===== src/rtl/pll_reconfig_sequencer.sv =====
// Initiator side of the PLL reconfiguration handshake: validates M/N requests, drives the
// factors and the trigger pulse, tracks busy/lock and returns one status per request.
module pll_reconfig_sequencer #(
  parameter int unsigned TRIG_CYCLES  = 5,
  parameter int unsigned SETUP_CYCLES = 2,
  parameter int unsigned BUSY_TIMEOUT = 64,
  parameter int unsigned DONE_TIMEOUT = 4096,
  parameter int unsigned LOCK_TIMEOUT = 4096,
  parameter int unsigned LOCK_STABLE  = 16,
  parameter int unsigned MAX_RETRY    = 2
) (
  input  logic       i_clock,
  input  logic       i_reset,
  input  logic       i_req_valid,
  output logic       o_req_ready,
  input  logic [7:0] i_req_mult,
  input  logic [7:0] i_req_div,
  output logic       o_resp_valid,
  output logic [1:0] o_resp_status,
  output logic [7:0] o_pll_mult,
  output logic [7:0] o_pll_div,
  output logic       o_pll_trigger,
  input  logic       i_pll_busy,
  input  logic       i_pll_locked,
  output logic [7:0] o_cur_mult,
  output logic [7:0] o_cur_div
);

  localparam int unsigned FW     = 8;
  localparam int unsigned SW     = 2;
  localparam int unsigned MAX_A  = (TRIG_CYCLES > SETUP_CYCLES) ? TRIG_CYCLES : SETUP_CYCLES;
  localparam int unsigned MAX_B  = (BUSY_TIMEOUT > DONE_TIMEOUT) ? BUSY_TIMEOUT : DONE_TIMEOUT;
  localparam int unsigned MAX_C  = (MAX_A > MAX_B) ? MAX_A : MAX_B;
  localparam int unsigned CNT_MAX = (MAX_C > LOCK_TIMEOUT) ? MAX_C : LOCK_TIMEOUT;
  localparam int unsigned CW     = $clog2(CNT_MAX + 1);
  localparam int unsigned LCW    = $clog2(LOCK_STABLE + 2);
  localparam int unsigned RCW    = $clog2(MAX_RETRY + 2);

  localparam logic [SW-1:0] ST_OK       = 2'd0;
  localparam logic [SW-1:0] ST_BAD_ARGS = 2'd1;
  localparam logic [SW-1:0] ST_BUSY_TO  = 2'd2;
  localparam logic [SW-1:0] ST_LOCK_TO  = 2'd3;

  typedef enum logic [2:0] {
    S_IDLE, S_CHECK, S_ARM, S_TRIG, S_WAIT_BUSY, S_WAIT_DONE, S_WAIT_LOCK
  } state_t;

  state_t          r_state, w_state_nxt;
  logic [CW-1:0]   r_cnt, w_cnt_nxt;
  logic [LCW-1:0]  r_lock_cnt, w_lock_cnt_nxt;
  logic [RCW-1:0]  r_retry, w_retry_nxt;
  logic [FW-1:0]   r_req_mult, r_req_div;
  logic [FW-1:0]   r_pll_mult, r_pll_div, r_cur_mult, r_cur_div;
  logic            r_lock_meta, r_lock_sync;
  logic            r_req_ready, r_resp_valid, r_trig;
  logic [SW-1:0]   r_resp_status, w_status;
  logic            w_accept, w_resp, w_load_pll, w_ok, w_stable;
  state_t          w_arm_target;

  assign w_accept     = i_req_valid && r_req_ready;
  assign w_stable     = r_lock_sync && (r_lock_cnt == LCW'(LOCK_STABLE - 1));
  assign w_arm_target = (SETUP_CYCLES == 0) ? S_TRIG : S_ARM;

  // Next-state and per-state counters
  always_comb begin
    w_state_nxt    = r_state;
    w_cnt_nxt      = r_cnt;
    w_lock_cnt_nxt = '0;
    w_retry_nxt    = r_retry;
    w_resp         = 1'b0;
    w_status       = r_resp_status;
    w_load_pll     = 1'b0;
    w_ok           = 1'b0;
    case (r_state)
      S_IDLE: begin
        w_retry_nxt = '0;
        w_cnt_nxt   = '0;
        if (w_accept) w_state_nxt = S_CHECK;
      end
      S_CHECK: begin
        w_cnt_nxt = '0;
        if ((r_req_mult == '0) || (r_req_div == '0)) begin
          w_state_nxt = S_IDLE;
          w_resp      = 1'b1;
          w_status    = ST_BAD_ARGS;
        end else begin
          w_load_pll  = 1'b1;
          w_state_nxt = w_arm_target;
        end
      end
      S_ARM: begin
        if (r_cnt == CW'(SETUP_CYCLES - 1)) begin
          w_state_nxt = S_TRIG;
          w_cnt_nxt   = '0;
        end else begin
          w_cnt_nxt = r_cnt + CW'(1);
        end
      end
      S_TRIG: begin
        if (r_cnt == CW'(TRIG_CYCLES - 1)) begin
          w_state_nxt = S_WAIT_BUSY;
          w_cnt_nxt   = '0;
        end else begin
          w_cnt_nxt = r_cnt + CW'(1);
        end
      end
      S_WAIT_BUSY: begin
        if (i_pll_busy) begin
          w_state_nxt = S_WAIT_DONE;
          w_cnt_nxt   = '0;
        end else if (r_cnt == CW'(BUSY_TIMEOUT - 1)) begin
          w_state_nxt = S_IDLE;
          w_resp      = 1'b1;
          w_status    = ST_BUSY_TO;
        end else begin
          w_cnt_nxt = r_cnt + CW'(1);
        end
      end
      S_WAIT_DONE: begin
        if (!i_pll_busy) begin
          w_state_nxt = S_WAIT_LOCK;
          w_cnt_nxt   = '0;
        end else if (r_cnt == CW'(DONE_TIMEOUT - 1)) begin
          w_state_nxt = S_IDLE;
          w_resp      = 1'b1;
          w_status    = ST_BUSY_TO;
        end else begin
          w_cnt_nxt = r_cnt + CW'(1);
        end
      end
      S_WAIT_LOCK: begin
        // Lock qualification is checked ahead of the timeout so it wins a tie
        w_lock_cnt_nxt = r_lock_sync ? (r_lock_cnt + LCW'(1)) : '0;
        if (w_stable) begin
          w_state_nxt = S_IDLE;
          w_resp      = 1'b1;
          w_status    = ST_OK;
          w_ok        = 1'b1;
        end else if (r_cnt == CW'(LOCK_TIMEOUT - 1)) begin
          w_cnt_nxt = '0;
          if (r_retry < RCW'(MAX_RETRY)) begin
            w_retry_nxt = r_retry + RCW'(1);
            w_state_nxt = w_arm_target;
          end else begin
            w_state_nxt = S_IDLE;
            w_resp      = 1'b1;
            w_status    = ST_LOCK_TO;
          end
        end else begin
          w_cnt_nxt = r_cnt + CW'(1);
        end
      end
      default: w_state_nxt = S_IDLE;
    endcase
  end

  always_ff @(posedge i_clock) begin
    if (i_reset) begin
      r_state       <= S_IDLE;
      r_cnt         <= '0;
      r_lock_cnt    <= '0;
      r_retry       <= '0;
      r_req_mult    <= FW'(1);
      r_req_div     <= FW'(1);
      r_pll_mult    <= FW'(1);
      r_pll_div     <= FW'(1);
      r_cur_mult    <= FW'(1);
      r_cur_div     <= FW'(1);
      r_lock_meta   <= 1'b0;
      r_lock_sync   <= 1'b0;
      r_req_ready   <= 1'b0;
      r_resp_valid  <= 1'b0;
      r_resp_status <= ST_OK;
      r_trig        <= 1'b0;
    end else begin
      r_state      <= w_state_nxt;
      r_cnt        <= w_cnt_nxt;
      r_lock_cnt   <= w_lock_cnt_nxt;
      r_retry      <= w_retry_nxt;
      r_lock_meta  <= i_pll_locked;
      r_lock_sync  <= r_lock_meta;
      // Ready only after a full idle cycle, so never alongside resp_valid
      r_req_ready  <= (r_state == S_IDLE) && (w_state_nxt == S_IDLE);
      r_resp_valid <= w_resp;
      r_trig       <= (w_state_nxt == S_TRIG);
      if (w_resp) r_resp_status <= w_status;
      if (w_accept) begin
        r_req_mult <= i_req_mult;
        r_req_div  <= i_req_div;
      end
      if (w_load_pll) begin
        r_pll_mult <= r_req_mult;
        r_pll_div  <= r_req_div;
      end
      if (w_ok) begin
        r_cur_mult <= r_pll_mult;
        r_cur_div  <= r_pll_div;
      end
    end
  end

  assign o_req_ready   = r_req_ready;
  assign o_resp_valid  = r_resp_valid;
  assign o_resp_status = r_resp_status;
  assign o_pll_mult    = r_pll_mult;
  assign o_pll_div     = r_pll_div;
  assign o_pll_trigger = r_trig;
  assign o_cur_mult    = r_cur_mult;
  assign o_cur_div     = r_cur_div;

endmodule


===== config.mk =====
export PLATFORM = sky130hd
export DESIGN_NAME = pll_reconfig_sequencer
export DESIGN_NICKNAME = d
export VERILOG_FILES = /design/src/rtl/pll_reconfig_sequencer.sv
export SDC_FILE = /design/constraint.sdc
export NUM_CORES = 1
export LEC_CHECK = 0
export BUFFER_PORTS_ARGS = -buffer_cell sky130_fd_sc_hd__buf_2
export CAP_MARGIN = 20
export CELL_PAD_IN_SITES_DETAIL_PLACEMENT = 0
export CELL_PAD_IN_SITES_GLOBAL_PLACEMENT = 1
export CORE_MARGIN = 1
export CORE_UTILIZATION = 37
export CTS_CLUSTER_SIZE = 25
export DETAILED_ROUTE_END_ITERATION = 8
export PLACE_DENSITY_LB_ADDON = 0.12
export RECOVER_POWER = 25
export SLEW_MARGIN = 20
export SYNTH_ARGS = -nofsm -noshare
export SYNTH_HDL_FRONTEND = slang
export SYNTH_SLANG_ARGS = --single-unit

===== constraint.sdc =====
create_clock -name i_clock -period 2.06 [get_ports i_clock]
set_input_delay 0.103 -clock i_clock [delete_from_list [all_inputs] [get_ports i_clock]]
set_output_delay 0.103 -clock i_clock [all_outputs]
set_load 0.05 [all_outputs]

# [Word-level counts from Yosys, hierarchy flattened]
# Cells that the tools add are included.
[word_totals] register_bits=78 in_bits=21 output_inout_bits=37 elab_cells=109
[op_classes] add_sub_neg=3 magnitude_cmp=1 n_eq_ne=24 n_mux=47 n_bitwise=2 n_reduce_logical=16
[op_table] op="2-to-1 mux 13 bit" n=8
[op_table] op="case mux 13 bit (6 select lines)" n=1
[op_table] op="2-to-1 mux 3 bit" n=9
[op_table] op="2-to-1 mux 2 bit" n=13
[op_table] op="case mux 3 bit (7 select lines)" n=1
[op_table] op="zero test 8 bit" n=2
[op_table] op="inequality test 2 bit (second input constant)" n=8
[op_table] op="adder 13 x 1 -> 13 bit (second input constant)" n=1
[op_table] op="equality test 13 x 1 -> 1 bit (second input constant)" n=1
[op_table] op="equality test 13 x 12 -> 1 bit (second input constant)" n=1
[op_table] op="equality test 13 x 3 -> 1 bit (second input constant)" n=1
[op_table] op="equality test 13 x 6 -> 1 bit (second input constant)" n=1
[op_table] op="2-to-1 mux 1 bit" n=12
[op_table] op="inequality test 3 bit (second input constant)" n=4
[op_table] op="equality test 3 x 2 -> 1 bit (second input constant)" n=3
[op_table] op="equality test 3 bit (second input constant)" n=3
[op_table] op="AND reduction 9 bit" n=1
[op_table] op="case mux 2 bit (4 select lines)" n=1
[op_table] op="AND reduction 4 bit" n=2
[op_table] op="zero test 3 bit" n=2
[op_table] op="nonzero test 6 bit" n=1
[op_table] op="adder 5 x 1 -> 5 bit (second input constant)" n=1
[op_table] op="equality test 5 x 4 -> 1 bit (second input constant)" n=1
[op_table] op="case mux 1 bit (4 select lines)" n=1
[op_table] op="other kinds (11)" n=14

# [Longest topological paths before layout]
# Gate-level depths: netlist (run 1).
[logic_depth] word_depth=7 depth_mapped=10 ltp_nobuf=8

# [Worst setup path after synthesis (run 1)]
# Ideal clock, no wire load.
[synth_timing] path_type="register to register" from="reg r_cnt[8]" to="reg r_cnt[7]" setup_time_ns=0.115 arrival_ns=2.118 t_required_ns=1.945 path_slack_ns=-0.173 path_stages_with_launch=8 n_path_buf=1 synth_period_minus_slack_ns=2.233 path_cell_list="dfxtp_1 > or4_4 > nor4_1 > nand3b_1 > o21ai_0 > o41ai_4 > buf_6 > nor2_1"
[synth_between] elab_chain_cells=4 elab_cells_between_ends=12 cone_classes="eq/ne (6); mux (5); reduce/logical (1)"
[synth_rtl] item="from (decl)" line_no="49" text="logic [CW-1:0] r_cnt, w_cnt_nxt;"
[synth_rtl] item="from (signal assigned)" line_no="177" text="r_cnt <= w_cnt_nxt;"
[synth_rtl] item="equality test 13 x 12 -> 1 bit" line_no="123, 139"
[synth_rtl] item="2-to-1 mux 13 bit" line_no="139" text="end else if (r_cnt == CW'(LOCK_TIMEOUT - 1)) begin"
[synth_rtl] item="2-to-1 mux 13 bit" line_no="134" text="if (w_stable) begin"
[synth_rtl] item="case mux 13 bit (6 select lines)" line_no="74" text="case (r_state)"
# Parallel ways exist; a longest one is shown, timed or not. The select of a mux whose other input is x is not followed.
# A chain may end at the register's enable or synchronous reset.

# [Final worst setup path (run 1)]
[layout_timing] from="reg r_cnt[5]" to="reg r_cnt[4]"
# The elaborated chain is that of the path after synthesis.

==> impl_metrics.py, run 1 <==
metrics = {
    "outcome": {
        "violations": "negative setup slack",
        "outcome": "finished, violations left",
    },
    "placed_design": {
        "place_ws_ps": -46.2,
        "placed_area_mm2": 0.00392,
        "gp_congestion": 0.786,
        "port_buffers": 57,
        "dpl.hpwl_um": 5470,
    },
    "timing": {
        "fin_crit_ps": 2120,
        "relSlewSlack": 0.592,
        "clock_skew_ps": 12.3,
        "tns_ps": -481,
        "period_share": 1.03,
        "timing.fmax_mhz": 473,
        "hold_viol_final": 0,
        "worstMarginPinSlew_ps": 614,
        "hold_ws_ps": 210,
        "slew_viol_final": 0,
        "rsz0062_at_grt": "true",
        "setup_violations": 13,
        "setup_ws_ps": -55.3,
    },
    "synth": {
        "synth.top_cell.area_share": 0.484,
        "synthTopCellsByArea": "dfxtp_1 48%, nand2_1 9.0%, mux2i_1 5.6%, a21oi_1 5.3%, nor2_1 4.8%",
        "yosysSeqAreaShare": 0.484,
        "async_reset_ff_frac": 0,
        "synth_fp_nets": 402,
        "synth_top_area_cell": "dfxtp_1",
        "synthDistinctLibCells": 43,
        "ys_seq_elements": 78,
        "synthFlopType": "dfxtp_1",
        "syn_area_mm2": 0.00323,
        "synth_edf_count": 0,
        "yosysWarnings": 0,
        "syn_area_per_cell_um2": 8.59,
        "syn_inst": 376,
    },
    "cts": {
        "cts_root_buffer": "clkbuf_8",
        "clock-sinks": 78,
        "cts_made_buffers": 9,
        "cts_max_path_buffers": 2,
        "tritoncts": "yes",
        "htree_levels": 3,
        "clk-insertion-delay-late_ps": 350,
        "clkTransAtPathRegs_ps": 80,
    },
    "setup_path": {
        "r2r_end": "r_cnt[4]$_SDFFE_PP0P_",
        "worst_ep_required_time_ps": 2340,
        "critPathMaxFanout": 13,
        "r2r_start": "r_cnt[5]$_SDFFE_PP0P_",
        "endpoint_kind": "flop",
        "cp_slowest_cell": "or4_4",
        "crit_chain": "or4bb_1 > or4_4 > nor2_8 > or2_4 > o41ai_4 > buf_12 > a21oi_1",
        "slowest_delay_ps": 570,
        "path_delay_family": "simple AND/OR/NAND/NOR gates",
        "cp_num_buf_inv": 1,
        "reg2regPathDepth": 7,
        "critPathLaunchType": "flop",
        "critPathKind": "reg -> reg",
        "arrival_ps": 2390,
        "ff2ff_setup_slack_ps": -60,
    },
    "drt": {
        "first_pass_iters": 4,
        "drt_iter0_markers": 62,
        "avgViaCountPerCell": 4.83,
        "routed_wl_um": 7960,
        "post_drt_wl_per_cell_um": 13.3,
        "vias": 2890,
        "drtAntennaViolNets": 0,
        "drc_errors": 0,
    },
    "grt": {
        "grt_pass1_wl_um": 12900,
        "grt_max_degree": 54,
        "grt_overflow": 0,
        "grt_pass1_vias": 2673,
        "antenna_found_initial": 0,
        "grt_use_total": 0.187,
    },
    "floorplan": {
        "coreArea_mm2": 0.00834,
        "fp.dieH_um": 95.4,
        "start_util": 0.387,
        "ios": 58,
        "die_w_um": 95.4,
        "row_count": 33,
        "die_area_mm2": 0.00910,
    },
    "finish": {
        "design_area_mm2": 0.00436,
        "drive_gt1_frac": 0.247,
        "fill_cells": 829,
        "syn_to_final_growth_pct": 35.0,
        "antenna_cells": 0,
        "finalNetCount": 515,
    },
    "flow_run": {
        "max-cap-violations": 0,
    },
    "power_and_ir_drop": {
        "ir_worst_vdd_mv": 0.392,
        "power_density_mw_per_mm2": 711,
        "power.leakage_nw": 1.81,
    },
    "min_path": {
        "holdPathStages": 3,
        "hold_path_end": "o_pll_mult[0]$_SDFFE_PP1P_",
        "hp-class": "in -> reg",
        "min_from": "i_reset",
    },
}
## cell families (layout without fill, tap and decap cells)
kind of cell | count (synthesis) | in the layout | synth area share
xor+xnor | 15 | 15 | 0.0407
buf+inv | 26 | 143 | 0.0357
fa+ha+maj | 5 | 5 | 0.0194
compound gates | 48 | 48 | 0.0876
flops | 78 | 78 | 0.484
simple gates | 186 | 186 | 0.277
mux | 18 | 18 | 0.0558
## routing by layer
| layer | part of all wire | vias to the layer above | GRT usage |
|---|---|---|---|
| met2 | 0.47 | 56 | 0.293 |
| met4 | 0.016 | 0 | 0.0846 |
| li1 | - | 1500 | - |
| met3 | 0.031 | 9 | 0.0351 |
| met5 | 0 | - | 0 |
| met1 | 0.48 | 1325 | 0.248 |
## what timing repair did
item	in CTS	in global routing
endpoints found under the hold margin	17	0
resized for setup	2	15
hold buffers	17	0
setup buffers	2	1
endpoints found under the setup margin	15	19
pin swaps	2	3
## state kept, by name, indices dropped and copies added (netlist names)
register / cells
r_req_mult: 8
r_lock_meta: 1
o_cur_mult: 8
r_retry: 2
r_lock_cnt: 5
o_pll_div: 8
o_resp_valid: 1
r_cnt: 13
r_lock_sync: 1
r_req_div: 8
o_req_ready: 1
o_pll_trigger: 1
o_cur_div: 8
o_pll_mult: 8
o_resp_status: 2
r_state: 3
## tightest hold or removal path: cells and delay by family
family | cells | cell delay (ps)
buffers and inverters | 2 | 330
and+or+nand+nor | 1 | 80
## cell usage in the layout (no fill, tap or decap), types with 2 or more instances in the layout
cell type	n
a21oi_1	33
a31oi_1	2
and2_1	2
and3_1	2
and4b_1	2
buf_2	35
buf_4	46
bufinv_16	2
clkbuf_1	22
clkbuf_8	9
clkinv_2	2
dfxtp_1	76
dfxtp_2	2
dlygate4sd3_1	17
ha_1	3
ha_2	2
inv_1	6
mux2i_1	18
nand2_1	77
nand2b_1	2
nand3_1	13
nand3b_1	2
nand4_1	2
nor2_1	39
nor2_2	4
nor2b_1	3
nor3_1	9
nor3b_1	2
nor4_1	7
nor4_4	2
nor4b_1	3
o21ai_0	3
or3_1	3
or4_4	3
xnor2_1	13
xor2_1	2
## layout make-up
type,count,area (µm²),area share
Multi-Input combinational cell,272,1630,0.375
Sequential cell,78,1560,0.359
Clock buffer,9,124,0.0284
Tap cell,105,131,0.0301
Timing Repair Buffer,121,793,0.182
Clock inverter,6,86.3,0.0198
Inverter,7,26.3,0.00603
## cells in the mapped netlist, types with 5 or more instances
| cell | number |
|---|---|
| a21oi_1 | 34 |
| o21ai_0 | 5 |
| nor4_1 | 9 |
| nand3_1 | 14 |
| clkbuf_1 | 15 |
| ha_1 | 5 |
| xnor2_1 | 13 |
| mux2i_1 | 18 |
| inv_1 | 6 |
| nor3_1 | 10 |
| dfxtp_1 | 78 |
| nor2_1 | 41 |
| nand2_1 | 77 |
## worst max path at each step
stage | cells after the start | start | to
floorplan | 8 | r_cnt[5]$_SDFFE_PP0P_ | r_cnt[11]$_SDFFE_PP0P_
global placement | 7 | r_cnt[5]$_SDFFE_PP0P_ | r_cnt[4]$_SDFFE_PP0P_
detailed placement | 7 | r_cnt[5]$_SDFFE_PP0P_ | r_cnt[4]$_SDFFE_PP0P_
CTS | 7 | r_cnt[5]$_SDFFE_PP0P_ | r_cnt[4]$_SDFFE_PP0P_
global route | 10 | r_cnt[5]$_SDFFE_PP0P_ | r_cnt[6]$_SDFFE_PP0P_
finish | 7 | r_cnt[5]$_SDFFE_PP0P_ | r_cnt[4]$_SDFFE_PP0P_
## where the power goes
part           switching, W  leakage [nW]  internal (W)  total [W]
Clock              0.000568         0.105      0.000676    0.00124
Sequential        0.0000270         0.632       0.00154    0.00157
Combinational      0.000160          1.07      0.000124   0.000284
Total              0.000755          1.81       0.00234    0.00310
## metrics by stage
step / utilization / total power (W) / std cells
floorplan: - / 0.00176 / 376
global placement: 0.469 / 0.00186 / 563
detailed placement: 0.469 / 0.00186 / 563
CTS: 0.517 / 0.00313 / 597
global route: 0.523 / 0.00324 / 598
finish: 0.523 / 0.00310 / 598
Power figures use the tool's default switching activity.
==> inputs of run 2 (changes only) <==
==> constraint.sdc (replaced) <==
create_clock -name i_clock -period 2.06 [get_ports i_clock]
set_input_delay 0.206 -clock i_clock [delete_from_list [all_inputs] [get_ports i_clock]]
set_output_delay 0.206 -clock i_clock [all_outputs]
set_load 0.05 [all_outputs]
==> impl_metrics.py, run 2 (synthesized netlist as in run 1, its figures left out) <==
metrics = {
    "outcome": {
        "outcome": "finished, violations left",
        "violations": "negative setup slack",
    },
    "drt": {
        "post_drt_wl_per_cell_um": 13.4,
        "vias": 2839,
        "first_pass_iters": 4,
        "routed_wl_um": 7760,
        "drt_iter0_markers": 81,
        "avgViaCountPerCell": 4.90,
        "drtAntennaViolNets": 0,
        "drc_errors": 0,
    },
    "power_and_ir_drop": {
        "power.switching_w": 0.000753,
        "power.leakage_nw": 1.73,
        "intPower_w": 0.00236,
        "power_w": 0.00312,
        "power_density_mw_per_mm2": 748,
        "ir_worst_vdd_mv": 0.357,
        "combPwrFrac": 0.082,
        "swShare": 0.242,
        "clkPwrFrac": 0.415,
        "share_seq_of_total_power": 0.503,
    },
    "cts": {
        "clk-insertion-delay-late_ps": 350,
        "cts_root_buffer": "clkbuf_8",
        "cts_hold_buf": 0,
        "htree_levels": 3,
        "cts_max_path_buffers": 2,
        "clock-sinks": 78,
        "cts_made_buffers": 9,
        "tritoncts": "yes",
        "clkTransAtPathRegs_ps": 80,
    },
    "finish": {
        "design_area_mm2": 0.00417,
        "largest_register_ffs": 13,
        "syn_to_final_growth_pct": 29.1,
        "fin_util": 0.500,
        "finalNetCount": 495,
        "drive_gt1_frac": 0.247,
        "instances_no_fill": 579,
        "top_register": "r_cnt",
        "final_cell_mix": "77 x nand2_1, 76 x dfxtp_1, 43 x buf_4",
        "layout_commonest_cell": "nand2_1",
        "fill_cells": 870,
        "antenna_cells": 0,
    },
    "placed_design": {
        "port_buffers": 57,
        "dpl.hpwl_um": 5560,
        "placed_cells": 562,
        "gp_congestion": 0.775,
        "placed_area_mm2": 0.00391,
    },
    "floorplan": {
        "die_area_mm2": 0.00910,
        "fp.dieH_um": 95.4,
        "ios": 58,
        "start_util": 0.387,
        "row_count": 33,
        "die_w_um": 95.4,
        "coreArea_mm2": 0.00834,
    },
    "timing": {
        "setup_ws_ps": -66.3,
        "clock_skew_ps": 12.4,
        "timing.fmax_mhz": 470,
        "period_share": 1.03,
        "hold_viol_final": 0,
        "slew_viol_final": 0,
        "fin_crit_ps": 2130,
        "setup_violations": 14,
        "tns_ps": -587,
        "rsz0062_at_grt": "true",
        "relSlewSlack": 0.598,
        "worstMarginPinSlew_ps": 605,
    },
    "setup_path": {
        "endpoint_kind": "flop",
        "worst_ep_required_time_ps": 2340,
        "critPathLaunchType": "flop",
        "critPathMaxFanout": 13,
        "arrival_ps": 2410,
        "critPathKind": "reg -> reg",
    },
    "min_path": {
        "hp-class": "in -> reg",
    },
    "grt": {
        "grt_pass1_vias": 2585,
        "grt_pass1_wl_um": 12500,
        "antenna_found_initial": 0,
        "grt_use_total": 0.180,
        "grt_max_degree": 54,
        "grt_overflow": 0,
    },
    "flow_run": {
        "max-cap-violations": 0,
    },
}
run 2: cell count changes in the layout (fill, tap and decap cells not counted), moves of 2 or more:
| cell | delta |
|---|---|
| nor2_2 | -2 |
| buf_4 | -3 |
| dlygate4sd3_1 | -17 |
| nor2_1 | +2 |
| clkinv_2 | -2 |
run 2: path summary, 6_finish.rpt:
kind                     startpoint                     end  slack (ps)  depth (start not counted)
max           r_cnt[5]$_SDFFE_PP0P_   r_cnt[9]$_SDFFE_PP0P_         -70                          7
max reg2reg   r_cnt[5]$_SDFFE_PP0P_   r_cnt[9]$_SDFFE_PP0P_         -70                          7
min reg2reg  r_lock_meta$_SDFF_PP0_  r_lock_sync$_SDFF_PP0_         440                          1
min                    i_pll_locked  r_lock_meta$_SDFF_PP0_          80                          2
run 2: metal layers:
| metal | routed length, µm | GRT usage |
|---|---|---|
| met2 | 3680 | 0.288 |
| met3 | 271 | 0.0423 |
| met5 | 0 | 0 |
| met1 | 3690 | 0.231 |
| met4 | 114 | 0.0734 |
run 2: layout make-up:
class / instances / area (µm²) / share of cell area
multi-input combinational: 272 / 1620 / 0.388
sequential: 78 / 1560 / 0.375
timing repair buffer: 101 / 601 / 0.144
clock buffer: 10 / 138 / 0.0330
tap: 105 / 131 / 0.0315
clock inverter: 6 / 92.6 / 0.0222
inverter: 7 / 26.3 / 0.00630
run 2: metrics by stage:
stage	hold slack [ps]	worst slack (ps)
floorplan	330	-56.9
global route	74.7	-159
CTS	61.6	-59.2
global placement	428	-11.7
finish	77.9	-66.3
detailed placement	433	-73.8
run 2: power by group through the flow:
| stage | registers, W | clock network, W | logic (W) |
|---|---|---|---|
| finish | 0.00157 | 0.00129 | 0.000255 |
| global route | 0.00157 | 0.00141 | 0.000282 |
| CTS | 0.00157 | 0.00135 | 0.000252 |
| detailed placement | 0.00160 | 0 | 0.000251 |
| global placement | 0.00160 | 0 | 0.000252 |
| floorplan | 0.00162 | 0 | 0.000138 |
run 2: repair_timing:
item | 4_1_cts | 5_1_grt
buffers inserted | 0 | 1
setup endpoints to repair | 14 | 19
resized for setup | 2 | 10
pin swaps | 2 | 3
run 2: critical path, cell delays in order, from the launching register on:
cell	delay, ps
dfxtp_2	350
or4bb_1	480
or4_4	570
nor2_8	120
or2_4	160
o41ai_4	100
buf_12	170
nor2_1	110
==> inputs of run 3 (changes only) <==
--- a/config.mk
+++ b/config.mk
@@ -15,6 +15,7 @@
 export DETAILED_ROUTE_END_ITERATION = 8
 export PLACE_DENSITY_LB_ADDON = 0.12
 export RECOVER_POWER = 25
+export SKIP_CTS_REPAIR_TIMING = 1
 export SLEW_MARGIN = 20
 export SYNTH_ARGS = -nofsm -noshare
 export SYNTH_HDL_FRONTEND = slang
==> impl_metrics.py, run 3 (synthesized netlist as in run 1, its figures left out) <==
metrics = {
    "setup_path": {
        "critPathKind": "reg -> reg",
        "endpoint_kind": "flop",
        "slowest_delay_ps": 570,
        "arrival_ps": 2410,
        "crit_chain": "or4bb_1 > or4_4 > nor2_8 > or2_4 > o41ai_4 > buf_12 > nor2_1",
        "path_delay_family": "simple AND/OR/NAND/NOR gates",
        "cp_slowest_cell": "or4_4",
        "critPathLaunchType": "flop",
        "critPathMaxFanout": 13,
        "cp_num_buf_inv": 1,
        "worst_ep_required_time_ps": 2350,
        "r2r_start": "r_cnt[5]$_SDFFE_PP0P_",
        "setup.worst_path.start": "r_cnt[5]$_SDFFE_PP0P_",
    },
    "cts": {
        "tritoncts": "yes",
        "cts_max_path_buffers": 2,
        "cts_made_buffers": 9,
        "clk-insertion-delay-late_ps": 350,
        "clock-sinks": 78,
        "cts_root_buffer": "clkbuf_8",
        "clkTransAtPathRegs_ps": 80,
        "htree_levels": 3,
    },
    "grt": {
        "grt_overflow": 0,
        "grt_use_total": 0.180,
        "grt_max_degree": 54,
        "grt_pass1_vias": 2584,
        "grt_pass1_wl_um": 12500,
        "antenna_found_initial": 0,
    },
    "min_path": {
        "min_from": "i_pll_locked",
        "hp-class": "in -> reg",
    },
    "floorplan": {
        "coreArea_mm2": 0.00834,
        "start_util": 0.387,
        "fp.dieH_um": 95.4,
        "die_w_um": 95.4,
        "ios": 58,
        "row_count": 33,
        "die_area_mm2": 0.00910,
    },
    "placed_design": {
        "dpl.hpwl_um": 5560,
        "port_buffers": 57,
        "place_ws_ps": -73.8,
        "gp_congestion": 0.775,
    },
    "drt": {
        "first_pass_iters": 4,
        "routed_wl_um": 7730,
        "drc_errors": 0,
        "vias": 2815,
        "drtAntennaViolNets": 0,
        "avgViaCountPerCell": 4.87,
        "drt_iter0_markers": 65,
        "post_drt_wl_per_cell_um": 13.4,
    },
    "timing": {
        "slew_viol_final": 0,
        "worstMarginPinSlew_ps": 612,
        "hold_viol_final": 0,
        "rsz0062_at_grt": "true",
        "timing.fmax_mhz": 470,
        "relSlewSlack": 0.592,
        "setup_ws_ps": -68.5,
        "period_share": 1.03,
        "tns_ps": -598,
        "setup_violations": 14,
        "clock_skew_ps": 12.3,
        "fin_crit_ps": 2130,
    },
    "flow_run": {
        "max-cap-violations": 0,
    },
    "finish": {
        "largest_register_ffs": 13,
        "layout_commonest_cell": "nand2_1",
        "final_cell_mix": "77 x nand2_1, 76 x dfxtp_1, 42 x buf_4",
        "syn_to_final_growth_pct": 29.0,
        "drive_gt1_frac": 0.247,
        "antenna_cells": 0,
        "regArea_mm2": 0.00156,
        "multi_input_area_mm2": 0.00162,
        "fill_cells": 871,
        "finalNetCount": 494,
        "top_register": "r_cnt",
    },
    "power_and_ir_drop": {
        "ir_worst_vdd_mv": 0.355,
        "power.leakage_nw": 1.73,
        "power_w": 0.00312,
        "power_density_mw_per_mm2": 748,
    },
    "outcome": {
        "outcome": "finished, violations left",
        "violations": "negative setup slack",
    },
}
==> run 3: changes by cell type in the layout (fill, tap and decap cells not counted), sizes merged <==
cell and change:
buf -1
==> run 3: per-stage QoR <==
step                hold WS, ps  cell area (µm²)  cells   util
global placement            428             3910    562  0.468
floorplan                   330             3250    376      -
CTS                        61.6             4140    578  0.496
global route               74.7             4160    578  0.499
detailed placement          433             3910    562  0.468
finish                     75.4             4160    578  0.499
==> run 3: layout make-up <==
type	count	share of cell area
multi-input combinational	272	0.389
inverter	7	0.00631
clock buffer	10	0.0331
clock inverter	6	0.0222
sequential	78	0.376
timing repair buffer	100	0.142
tap	105	0.0316
==> run 3: worst paths after layout <==
| path | end | cells past startpoint | slack (ps) |
|---|---|---|---|
| setup / recovery | r_cnt[9]$_SDFFE_PP0P_ | 7 | -70 |
| hold / removal | r_lock_meta$_SDFF_PP0_ | 2 | 80 |
| setup reg to reg | r_cnt[9]$_SDFFE_PP0P_ | 7 | -70 |
| hold reg to reg | r_lock_sync$_SDFF_PP0_ | 1 | 440 |
==> run 3: report_power, final <==
part           total (W)  internal [W]  switching, W
Clock            0.00129      0.000721      0.000573
Sequential       0.00157       0.00154     0.0000265
Combinational   0.000254      0.000101      0.000153
Total            0.00312       0.00236      0.000753
==> run 3: per-layer routing <==
layer	vias to the layer above	track usage	routed length (µm)
met5	-	0	0
met4	0	0.0709	93
met3	9	0.0431	268
met2	37	0.290	3680
met1	1301	0.231	3690
li1	1468	-	-
